## src/rtl/pldata_pkg.sv

```systemverilog
// pldata_pkg: definitions shared by the pldata capture engine.
//   state_t      - capture FSM states (IDLE, CAPTURE, DONE)
//   LANES        - samples per RAM word for the default 16-bit-sample/32-bit-word build
//   lanes_of     - samples per word for an arbitrary width pair
//   bank_base    - byte offset of bank 1 (bank 0 sits at 0)
//   byte_stride  - byte distance between consecutive RAM words
package pldata_pkg;

  typedef enum logic [1:0] {
    IDLE    = 2'd0,
    CAPTURE = 2'd1,
    DONE    = 2'd2
  } state_t;

  localparam int DEF_DATA_W = 16;
  localparam int DEF_WORD_W = 32;
  localparam int LANES      = DEF_WORD_W / DEF_DATA_W;

  function automatic int lanes_of(input int word_w, input int data_w);
    return word_w / data_w;
  endfunction

  function automatic int bank_base(input int addr_w);
    return 1 << (addr_w - 1);
  endfunction

  function automatic int byte_stride(input int word_w);
    return word_w / 8;
  endfunction

endpackage

```

## src/rtl/pldata_pattern_gen.sv

```systemverilog
// pldata_pattern_gen: free-running ramp used as a built-in test source.
// Only instantiated when PLDATA_CAPTURE_TEST_PATTERN_EN is defined.
// Ports:
//   clk, rst  - clock, synchronous active-high reset
//   clear     - restart the ramp at 0 (accepted start of a frame)
//   enable    - ramp advances and presents a valid sample each enabled cycle
//   data      - current ramp value, wraps modulo 2^DATA_W
//   valid     - sample strobe (equal to enable)
module pldata_pattern_gen
  import pldata_pkg::*;
#(
  parameter int DATA_W = 16
) (
  input  logic              clk,
  input  logic              rst,
  input  logic              clear,
  input  logic              enable,
  output logic [DATA_W-1:0] data,
  output logic              valid
);

  logic [DATA_W-1:0] count_reg;

  always_ff @(posedge clk) begin
    if (rst || clear) begin
      count_reg <= '0;
    end else if (enable) begin
      count_reg <= count_reg + 1'b1;
    end
  end

  assign data  = count_reg;
  assign valid = enable;

endmodule

```

## src/rtl/pldata_capture.sv

```systemverilog
// pldata_capture: selects one sample stream, packs DATA_W-bit samples into
// WORD_W-bit words and writes one frame into alternating halves (banks) of
// the PS-visible pldata RAM, pulsing done_o when a frame completes.
// Optional feature: PLDATA_CAPTURE_TEST_PATTERN_EN adds an internal ramp
// source selected by src_sel_in == NUM_SRC.
// Ports:
//   clk, rst                  - ADC sample clock, synchronous active-high reset
//   src_data_in/src_valid_in  - NUM_SRC packed sample streams and strobes
//   src_sel_in, frame_len_in  - source and frame length, latched on start
//   start_in, abort_in        - arm one frame / cancel the current frame
//   ram_wr_o/addr_o/data_o    - registered RAM write port (byte address)
//   busy_o, done_o            - frame in progress / frame complete pulse
//   bank_o, frame_cnt_o       - next bank to fill / completed frame count
//   overflow_o                - sticky flag: sample lost while in DONE
module pldata_capture
  import pldata_pkg::*;
#(
  parameter int NUM_SRC = 2,
  parameter int DATA_W  = 16,
  parameter int WORD_W  = 32,
  parameter int ADDR_W  = 12
) (
  input  logic                         clk,
  input  logic                         rst,
  input  logic [NUM_SRC*DATA_W-1:0]    src_data_in,
  input  logic [NUM_SRC-1:0]           src_valid_in,
  input  logic [$clog2(NUM_SRC+1)-1:0] src_sel_in,
  input  logic [ADDR_W-3:0]            frame_len_in,
  input  logic                         start_in,
  input  logic                         abort_in,
  output logic                         ram_wr_o,
  output logic [ADDR_W-1:0]            ram_addr_o,
  output logic [WORD_W-1:0]            ram_data_o,
  output logic                         busy_o,
  output logic                         done_o,
  output logic                         bank_o,
  output logic [15:0]                  frame_cnt_o,
  output logic                         overflow_o
);

  localparam int NL     = lanes_of(WORD_W, DATA_W);
  localparam int LANE_W = (NL > 1) ? $clog2(NL) : 1;
  localparam int SEL_W  = $clog2(NUM_SRC + 1);
  localparam int IDX_W  = (NUM_SRC > 1) ? $clog2(NUM_SRC) : 1;
  localparam int LEN_W  = ADDR_W - 2;
  localparam int STRIDE = byte_stride(WORD_W);

  localparam logic [LEN_W-1:0]  MAX_LEN   = LEN_W'(1 << (ADDR_W - 3));
  localparam logic [LANE_W-1:0] LAST_LANE = LANE_W'(NL - 1);
  localparam logic [ADDR_W-1:0] BANK1     = ADDR_W'(bank_base(ADDR_W));

  state_t              state_reg;
  logic [IDX_W-1:0]    idx_reg;
  logic [LEN_W-1:0]    len_reg;
  logic [LEN_W-1:0]    word_idx_reg;
  logic [LANE_W-1:0]   lane_reg;
  logic [WORD_W-1:0]   pack_reg;
  logic                wr_reg;
  logic [ADDR_W-1:0]   addr_reg;
  logic [WORD_W-1:0]   data_reg;
  logic                done_reg;
  logic                bank_reg;
  logic [15:0]         frame_cnt_reg;
  logic                overflow_reg;

  // Unpack the flat stream bus into one sample per source.
  logic [DATA_W-1:0] src_word [NUM_SRC];
  genvar gi;
  generate
    for (gi = 0; gi < NUM_SRC; gi++) begin : g_src
      assign src_word[gi] = src_data_in[gi*DATA_W +: DATA_W];
    end
  endgenerate

  logic start_ok;
  assign start_ok = (state_reg == IDLE) && start_in && !abort_in;

  // Out-of-range selects fall back to stream 0 (the ramp, when built,
  // claims the NUM_SRC code separately below).
  logic [IDX_W-1:0] sel_idx;
  assign sel_idx = (src_sel_in < SEL_W'(NUM_SRC)) ? IDX_W'(src_sel_in) : '0;

  logic [LEN_W-1:0] len_clamped;
  assign len_clamped = ((frame_len_in == '0) || (frame_len_in > MAX_LEN)) ? MAX_LEN : frame_len_in;

  logic [DATA_W-1:0] sel_data;
  logic              sel_valid;

`ifdef PLDATA_CAPTURE_TEST_PATTERN_EN
  logic              ramp_reg;
  logic [DATA_W-1:0] ramp_data;
  logic              ramp_valid;

  always_ff @(posedge clk) begin
    if (rst) begin
      ramp_reg <= 1'b0;
    end else if (start_ok) begin
      ramp_reg <= (src_sel_in == SEL_W'(NUM_SRC));
    end
  end

  // The ramp keeps running through DONE so that a ramp frame always ends
  // with one dropped sample, which exercises the overflow flag.
  pldata_pattern_gen #(
    .DATA_W(DATA_W)
  ) u_pattern_gen (
    .clk    (clk),
    .rst    (rst),
    .clear  (start_ok),
    .enable (state_reg != IDLE),
    .data   (ramp_data),
    .valid  (ramp_valid)
  );

  always_comb begin
    sel_data  = src_word[idx_reg];
    sel_valid = src_valid_in[idx_reg];
    if (ramp_reg) begin
      sel_data  = ramp_data;
      sel_valid = ramp_valid;
    end
  end
`else
  always_comb begin
    sel_data  = src_word[idx_reg];
    sel_valid = src_valid_in[idx_reg];
  end
`endif

  // Word as it stands once the current sample is dropped into its lane.
  logic [WORD_W-1:0] word_next;
  always_comb begin
    word_next = pack_reg;
    word_next[lane_reg*DATA_W +: DATA_W] = sel_data;
  end

  // word_idx never exceeds MAX_LEN-1, so the offset stays inside the bank.
  logic [ADDR_W-1:0] addr_next;
  assign addr_next = (bank_reg ? BANK1 : '0) + ADDR_W'(32'(word_idx_reg) * STRIDE);

  always_ff @(posedge clk) begin
    if (rst) begin
      state_reg     <= IDLE;
      idx_reg       <= '0;
      len_reg       <= '0;
      word_idx_reg  <= '0;
      lane_reg      <= '0;
      pack_reg      <= '0;
      wr_reg        <= 1'b0;
      addr_reg      <= '0;
      data_reg      <= '0;
      done_reg      <= 1'b0;
      bank_reg      <= 1'b0;
      frame_cnt_reg <= '0;
      overflow_reg  <= 1'b0;
    end else begin
      wr_reg   <= 1'b0;
      done_reg <= 1'b0;
      case (state_reg)
        IDLE: begin
          if (start_ok) begin
            state_reg    <= CAPTURE;
            idx_reg      <= sel_idx;
            len_reg      <= len_clamped;
            word_idx_reg <= '0;
            lane_reg     <= '0;
            pack_reg     <= '0;
            overflow_reg <= 1'b0;
          end
        end
        CAPTURE: begin
          if (abort_in) begin
            // Partial word is dropped; written words stay in RAM.
            state_reg <= IDLE;
            lane_reg  <= '0;
          end else if (sel_valid) begin
            if (lane_reg == LAST_LANE) begin
              wr_reg       <= 1'b1;
              addr_reg     <= addr_next;
              data_reg     <= word_next;
              lane_reg     <= '0;
              word_idx_reg <= word_idx_reg + LEN_W'(1);
              if (word_idx_reg + LEN_W'(1) == len_reg) begin
                state_reg <= DONE;
              end
            end else begin
              pack_reg <= word_next;
              lane_reg <= lane_reg + LANE_W'(1);
            end
          end
        end
        DONE: begin
          state_reg     <= IDLE;
          done_reg      <= 1'b1;
          bank_reg      <= ~bank_reg;
          frame_cnt_reg <= frame_cnt_reg + 16'd1;
          if (sel_valid) begin
            overflow_reg <= 1'b1;
          end
        end
        default: state_reg <= IDLE;
      endcase
    end
  end

  assign ram_wr_o    = wr_reg;
  assign ram_addr_o  = addr_reg;
  assign ram_data_o  = data_reg;
  assign busy_o      = (state_reg != IDLE);
  assign done_o      = done_reg;
  assign bank_o      = bank_reg;
  assign frame_cnt_o = frame_cnt_reg;
  assign overflow_o  = overflow_reg;

endmodule

```

## config.mk

```make
export PLATFORM = sky130hd
export DESIGN_NAME = pldata_capture
export DESIGN_NICKNAME = d
export VERILOG_FILES = /design/src/rtl/pldata_pkg.sv /design/src/rtl/pldata_pattern_gen.sv /design/src/rtl/pldata_capture.sv
export SDC_FILE = /design/constraint.sdc
export NUM_CORES = 1
export LEC_CHECK = 0
export CAP_MARGIN = 20
export CORE_UTILIZATION = 30
export CTS_CLUSTER_SIZE = 12
export DETAILED_ROUTE_END_ITERATION = 7
export PLACE_DENSITY_LB_ADDON = 0.2
export REMOVE_ABC_BUFFERS = 1
export SYNTH_ARGS = -nofsm -noshare
export SYNTH_HDL_FRONTEND = slang
export SYNTH_SLANG_ARGS = --single-unit
export TNS_END_PERCENT = 50
```

## constraint.sdc

```tcl
create_clock -name clk -period 3.8 [get_ports clk]
set_clock_uncertainty 0.05 [all_clocks]
set_input_delay 0.76 -clock clk [delete_from_list [all_inputs] [get_ports clk]]
set_output_delay 0.76 -clock clk [all_outputs]
set_load 0.01 [all_outputs]
```

== Yosys cells after proc, flatten, opt, wreduce, memory -nomap -nowiden ==
Index checks and enable logic that the tools add are counted.
W data, S select, Z words.
Storage, ports and cells
  logic and storage cells: 92
  output and inout port bits: 65
  bits in registers: 120
Cells by class
  equal/unequal tests: 12
  order comparisons: 4
  add/sub/neg operators: 5
  reduce and logical (&&, ||, !) cells: 17
  bitwise logic cells: 5
  mux-type cells: 34
  shifts and indexed selects: 2
Operators by type and width (count)
  $mux W32: 4
  $pmux W32 S2: 1
  $mux W10: 5
  $mux W16: 3
  $neg A5 Y34: 1
  $shift A16 B34 Y32 const A: 1
  $shiftx A16 B34 Y32: 1
  $bwmux W32: 1
  $pmux W10 S2: 1
  $add A16 B1 Y16 const B: 1
  $add A12 B12 Y12: 1
  $mux W12: 1
  $ne A2 B2 Y1 const B: 6
  $add A10 B1 Y10 const B: 1
  $eq A10 B10 Y1: 1
  $gt A10 B10 Y1 const B: 1
  $logic_not A10 Y1: 1
  $mux W1: 10
  $mux W2: 5
  $reduce_and A5 Y1: 2
  $ne A3 B3 Y1 const B: 3
  $reduce_and A4 Y1: 2
  $reduce_and A3 Y1: 2
  $reduce_bool A2 Y1: 3
  other kinds (16): 21

== Depth between registers and ports, before layout ==
Gate-level depths: netlist of run 1.
  depth after elaboration: 10
  depth in mapped cells: 8
  gate-level depth less buffers: 6

== Worst setup path after synthesis of run 1 ==
OpenSTA, ideal clock, no wires.
  path type: in2reg
  start point: input src_valid_in[0]
  end point: register word_idx_reg[3]
  slack: 1.924 ns
  required time: 3.649 ns
  stages on the path: 5
  arrival time: 1.725 ns
  cells stage by stage: mux2_4 -> a31o_2 -> a21oi_2 -> o21ai_0 -> o41ai_1
On the way
  cells in the longest elaborated chain, start to end: 4
Ends and longest elaborated chain
  from (decl): RTL line pldata_capture.sv:26  | input logic [NUM_SRC-1:0] src_valid_in,
  $mux W1 (implied by the code) (2 in series): RTL line pldata_capture.sv:126  | sel_valid = src_valid_in[idx_reg];
  $ne A2 B2 Y1 (no source line)
  $reduce_and A5 Y1 (no source line)
  to (signal assigned): RTL line pldata_capture.sv:182  | word_idx_reg <= word_idx_reg + LEN_W'(1);
  to (decl): RTL line pldata_capture.sv:55  | logic [LEN_W-1:0] word_idx_reg;
Every way passes these cells. The select of a mux whose other input is x is not followed.
A chain may end at the register's enable or synchronous reset.

== Worst setup path in the final report of run 1 ==
  start point: input abort_in
  end point: register word_idx_reg[6]
On the way
  cells in the longest elaborated chain, start to end: 4
  elaborated cells between the ends (all ways): 5
Ends and longest elaborated chain
  from (decl): RTL line pldata_capture.sv:30  | input logic abort_in,
  $logic_not A1 Y1: RTL line pldata_capture.sv:76  | assign start_ok = (state_reg == IDLE) && start_in && !abort_in;
  $logic_and A1 B1 Y1: RTL line pldata_capture.sv:76
  $ne A2 B2 Y1 (no source line)
  $reduce_and A5 Y1 (no source line) *
Every way passes the cells marked *; elsewhere a longest branch is shown, timed or not.

==> reports/results.txt, run 1 <==
Post-Place Cells: 777
Final Max Tran Viols: 0
# DRC: 0
post-synthesis mux area share: 5.15%
most frequent cells in the layout: 111 x clkdlybuf4s50_1, 102 x dfxtp_1, 76 x nor2_1, 73 x nand2_1, 41 x a21oi_1
Post-Synth Simple-Gate Area: 24.6%
hpwl dp: 7350 um
Tot GR Track Use: 14.8%
dominant cell type by area after synthesis: dfxtp_1
synth top area cells: dfxtp_1 47%, nor2_1 6.5%, nand2_1 6.3%
max incr delay on CP: 0.50 ns
clock net sink count: 102
Final Hold Viols: 0
IO Count: 115
sequential share of the synthesized area: 46.7%
Worst VDD drop: 0.189 mV
wire length per cell: 13.4 um
cts hold-fix bufs: 0
TritonRoute pass-1 iters: 4
critical path's top delay family: simple AND/OR/NAND/NOR gates
metal3 WL: 432 um
width of the chip: 123 um
Root Buffer: clkbuf_16
die area: 15100 sq um
Clock Pin Slew Worst Setup and Hold Paths: 0.07 ns
adder-cell share of the synthesized area: 0.573%
Max Freq: 385 MHz
port bufs: 112
Synth Instances: 518
Min-Delay Path Depth: 2
vias in the first global route: 3694
post-route ant nets: 0
WL met2: 5040 um
Synth warnings: 0
CTS tree: done
cts bufs inserted: 9
gp weighted congestion: 0.769
Final nets: 660
final setup vio count: 0
max-cap viol count: 0
max_slew headroom: 28.9%
fill cell count: 1381
average size of a mapped cell: 8.44 sq um
post-synthesis compound-gate area fraction: 11.7%
largest family of logic cells by synthesized area: simple AND/OR/NAND/NOR gates
post-synthesis xor/xnor area fraction: 6.81%
Seq cells post-synth: 102
Netlist cell types: 44
post-CTS sizing: 0
DR top layer: met4
postcts setup bufs: 0
first-pass GRT wire length: 17400 um
largest net degree at the start of global routing: 102
synthesized area: 4370 sq um
H-tree levels: 3
grt total ovfl: 0
Final Instance Count excl. Fillers: 793
crit path time final: 2.60 ns
Max Root-Sink Buffers: 2
Rows: 43
Iter 0 DRT Violations: 199
Worst Tran Pin Value: 1.07 ns
Largest register FFs: 32
Worst path slowest cell: clkdlybuf4s50_1
met1 wire length: 4940 um
Worst path depth: 7
share of layout cells above drive strength 1: 7.50%
Leak Pwr: 2.01 nW
DR vias/cell: 4.80
outcome: complete, no violations
CP Launch Type: primary input
most common cell after layout, fill and taps aside: clkdlybuf4s50_1
Buf+Inv Stages, Crit Path: 2
Placeable Area: 14000 sq um
FF-to-FF path depth: 7
Hold Path Class: reg -> reg
die height: 123 um
worst-path maximum fanout: 42
Starting Density: 31.1%
Critical Path RT: 4.02 ns
initial antenna violation count: 0
Skew-Pair Late Insertion Delay: 0.35 ns
final worst-path cycle share: 68.4%
Area growth syn-to-layout: 34.1%
Sum Neg Setup Slack: 0 ns
cell with the most instances on the worst path: o21ai_0
RSZ-0062 raised after global routing: false
Post-Route WL: 10600 um
via count: 3810
crit path capture type: flop
area share of the largest cell type after synthesis: 46.7%
Power, Total: 0.00209 W
antenna cells: 0
crit path cell chain: clkdlybuf4s50_1, nor2_1, nand4_2, buf_4, nor3_1, o21ai_0, o21ai_0
critical path arrival: 2.82 ns
Crit Path Category: in -> reg
Power Dens Cells: 357 nW/um^2
## routing by layer
metal | vias up | GRT usage (%)
li1 | 1940 | -
met1 | 1761 | 17.7
met2 | 92 | 25.0
met3 | 17 | 2.79
met4 | 0 | 7.77
met5 | - | 0
## where the power goes
part / internal (W) / switching [W]
Clock: 0.000452 / 0.000424
Combinational: 0.0000733 / 0.0000637
Sequential: 0.00108 / 0.00000609
Total: 0.00160 / 0.000494
## kinds of logic after synthesis
logic type               count (synthesis)
AO/OA/AOI/OAI                           87
XOR/XNOR                                34
adder cells (fa/ha/maj)                  2
buffers and inverters                   41
flip-flops                             102
multiplexers                            20
other                                    1
AND/OR/NAND/NOR                        231
## worst min-delay path: cells and delay by family (launching register included)
family,cells,cell delay (ns)
flops,1,0.31
simple gates,1,0.05
compound gates,1,0.05
## synthesized netlist by cell type (all sizes together)
cell / n
a211oi: 3
a21oi: 42
a22o: 1
a22oi: 17
a31o: 1
a31oi: 3
and2: 1
and3: 9
and4: 7
buf: 19
clkbuf: 19
conb: 1
dfxtp: 102
ha: 2
inv: 3
mux2: 17
mux2i: 3
nand2: 73
nand3: 10
nand3b: 10
nand4: 5
nor2: 79
nor2b: 4
nor3: 28
nor3b: 2
nor4: 2
o211ai: 1
o21ai: 17
o31ai: 1
o41ai: 1
or2: 1
xnor2: 16
xor2: 18
## final cells by class
type                            count  area [sq um]  area share [%]
Timing Repair Buffer              116          1160            19.8
Sequential cell                   102          2040            34.8
Clock inverter                      7          52.6           0.897
Inverter                            3          11.3           0.192
Clock buffer                        9           225            3.84
Tap cell                          180           225            3.84
Multi-Input combinational cell    376          2140            36.6
## worst paths after layout
| path | startpoint | to | slack, ns |
|---|---|---|---|
| setup / recovery | abort_in | word_idx_reg[6] | 1.20 |
| hold reg to reg | pack_reg[0] | ram_data_o[0] | 0.40 |
| hold / removal | pack_reg[0] | ram_data_o[0] | 0.40 |
| setup reg to reg | idx_reg | word_idx_reg[6] | 1.51 |
## metrics by stage
| stage | hold slack, ns | cell area, sq um | setup WS, ns | utilization (%) |
|---|---|---|---|---|
| finish | 0.402 | 5860 | 1.20 | 41.7 |
| global route | 0.412 | 5860 | 0.989 | 41.7 |
| CTS | 0.400 | 5860 | 1.21 | 41.7 |
| detailed placement | 0.393 | 5580 | 0.861 | 39.8 |
| global placement | 0.385 | 5580 | 0.914 | 39.8 |
| floorplan | 0.375 | 4190 | 1.20 | - |
Note: power is estimated with default switching activity, not from simulation.
==> inputs of run 2 (changes only) <==
==> constraint.sdc (replaced) <==
create_clock -name clk -period 2.12 [get_ports clk]
set_clock_uncertainty 0.05 [all_clocks]
set_input_delay 0.424 -clock clk [delete_from_list [all_inputs] [get_ports clk]]
set_output_delay 0.424 -clock clk [all_outputs]
set_load 0.01 [all_outputs]
==> run 2 against run 1 <==
Effect of this change:
- total power is 94% higher
- combinational power is 90% higher
- cell area is 3.4% higher
- global-route usage is 0.34 points higher
- clock power is 110% higher
- via count is 0.58% higher
- largest cell class unchanged
- critical endpoint is now busy_o
==> reports/results.txt, run 2 (synthesized netlist as in run 1, its figures left out) <==
die area: 15100 sq um
largest net degree at the start of global routing: 61
DP Area: 5720 sq um
# DRC: 0
min-delay src: ram_data_o[9]
crit path cell chain: or2_2, clkdlybuf4s50_1
Final Max Tran Viols: 0
hpwl dp: 7600 um
outcome: complete, no violations
Clock Pin Slew Worst Setup and Hold Paths: 0.07 ns
share of layout cells above drive strength 1: 9.87%
Critical Path Start: state_reg[0]
Rows: 43
Final Hold Viols: 0
postcts setup bufs: 0
crit path time final: 2.03 ns
max incr delay on CP: 0.49 ns
Worst Tran Pin Value: 0.784 ns
Reg-to-Reg Start: word_idx_reg[1]
grt total ovfl: 0
CP Launch Type: flop
Skew-Pair Late Insertion Delay: 0.35 ns
FF-to-FF path depth: 6
Area growth syn-to-layout: 38.6%
Post-Place Cells: 792
via count: 3832
port bufs: 112
clock net sink count: 102
width of the chip: 123 um
Hold Path Class: reg -> reg
Leak Pwr: 2.12 nW
Min-Delay Path Depth: 2
post-route ant nets: 0
TritonRoute pass-1 iters: 5
gp weighted congestion: 0.796
Final Instance Count excl. Fillers: 808
Buf+Inv Stages, Crit Path: 1
fill cell count: 1361
max_slew headroom: 47.7%
H-tree levels: 3
Iter 0 DRT Violations: 239
cts bufs inserted: 9
DR vias/cell: 4.74
Max Root-Sink Buffers: 2
die height: 123 um
worst-path maximum fanout: 10
wire length per cell: 13.5 um
Placeable Area: 14000 sq um
critical path's top delay family: buffers and inverters
Starting Density: 31.1%
Worst Hold Slack: 0.405 ns
most frequent cells in the layout: 111 x clkdlybuf4s50_1, 101 x dfxtp_1, 76 x nor2_1, 73 x nand2_1, 41 x a21oi_1
area of the multi-input gates: 2140 sq um
most common cell after layout, fill and taps aside: clkdlybuf4s50_1
final instance area: 6060 sq um
register area: 2040 sq um
Worst path depth: 2
Worst path slowest cell: clkdlybuf4s50_1
Worst VDD drop: 0.351 mV
CTS tree: done
max-cap viol count: 0
Post-Route WL: 10900 um
vias in the first global route: 3643
final setup vio count: 0
Power Dens Cells: 670 nW/um^2
Root Buffer: clkbuf_16
Final nets: 675
final worst-path cycle share: 95.5%
Max Freq: 494 MHz
first-pass GRT wire length: 17700 um
IO Count: 115
Critical Path RT: 1.65 ns
critical path arrival: 1.55 ns
antenna cells: 0
crit path capture type: output pin
initial antenna violation count: 0
Crit Path Category: reg -> out
Tot GR Track Use: 15.1%
Largest register FFs: 32
RSZ-0062 raised after global routing: false
==> run 2: layer usage <==
layer	vias up	share of wire (%)	GRT usage (%)	wire length [um]
met1	1764	44	17.9	4790
met5	-	0	0	0
met3	9	5.0	4.18	544
met2	86	50	26.3	5480
li1	1973	-	-	-
met4	0	1.1	4.73	116
==> run 2: final cells by class <==
class	instances	area share, %
Multi-Input combinational cell	376	35.4
Clock inverter	7	1.84
Clock buffer	9	3.72
Timing Repair Buffer	131	21.4
Tap cell	180	3.72
Inverter	3	0.186
Sequential cell	102	33.7
==> run 2: what timing repair did <==
item | in CTS | in global routing
hold buffers | 0 | 0
resized for setup | 0 | 1
setup endpoints to repair | 0 | 1
==> run 2: worst paths after layout <==
kind / end / slack (ns)
setup / recovery: busy_o / 0.09
hold / removal: ram_data_o[9] / 0.40
setup reg to reg: state_reg[0] / 0.33
hold reg to reg: ram_data_o[9] / 0.40
==> run 2: report_power, final <==
group | leakage [nW] | switching (W) | internal [W]
clock | 0.166 | 0.000795 | 0.00107
combinational | 1.13 | 0.000117 | 0.000144
sequential | 0.823 | 0.0000111 | 0.00193
==> run 2: worst register-to-register path: cells and delay by family (launching register included) <==
kind,cells,cell delay (ns)
and+or+nand+nor,3,0.72
DFF,1,0.41
adders and majority gates,1,0.28
xor gates and xnor gates,1,0.14
AOI/OAI and AO/OA,1,0.08
==> run 2: per-stage QoR <==
step           utilization [%]  TNS, ns  total power [W]  worst slack [ns]
5_1_grt                   43.1        0          0.00423            0.0419
3_5_place_dp              40.7    -2.11          0.00225            -0.171
3_3_place_gp              40.7   -0.957          0.00224            -0.132
6_report                  43.1        0          0.00406            0.0945
4_1_cts                   43.1        0          0.00414            0.0149
2_1_floorplan                -   -12.77          0.00207            -0.437
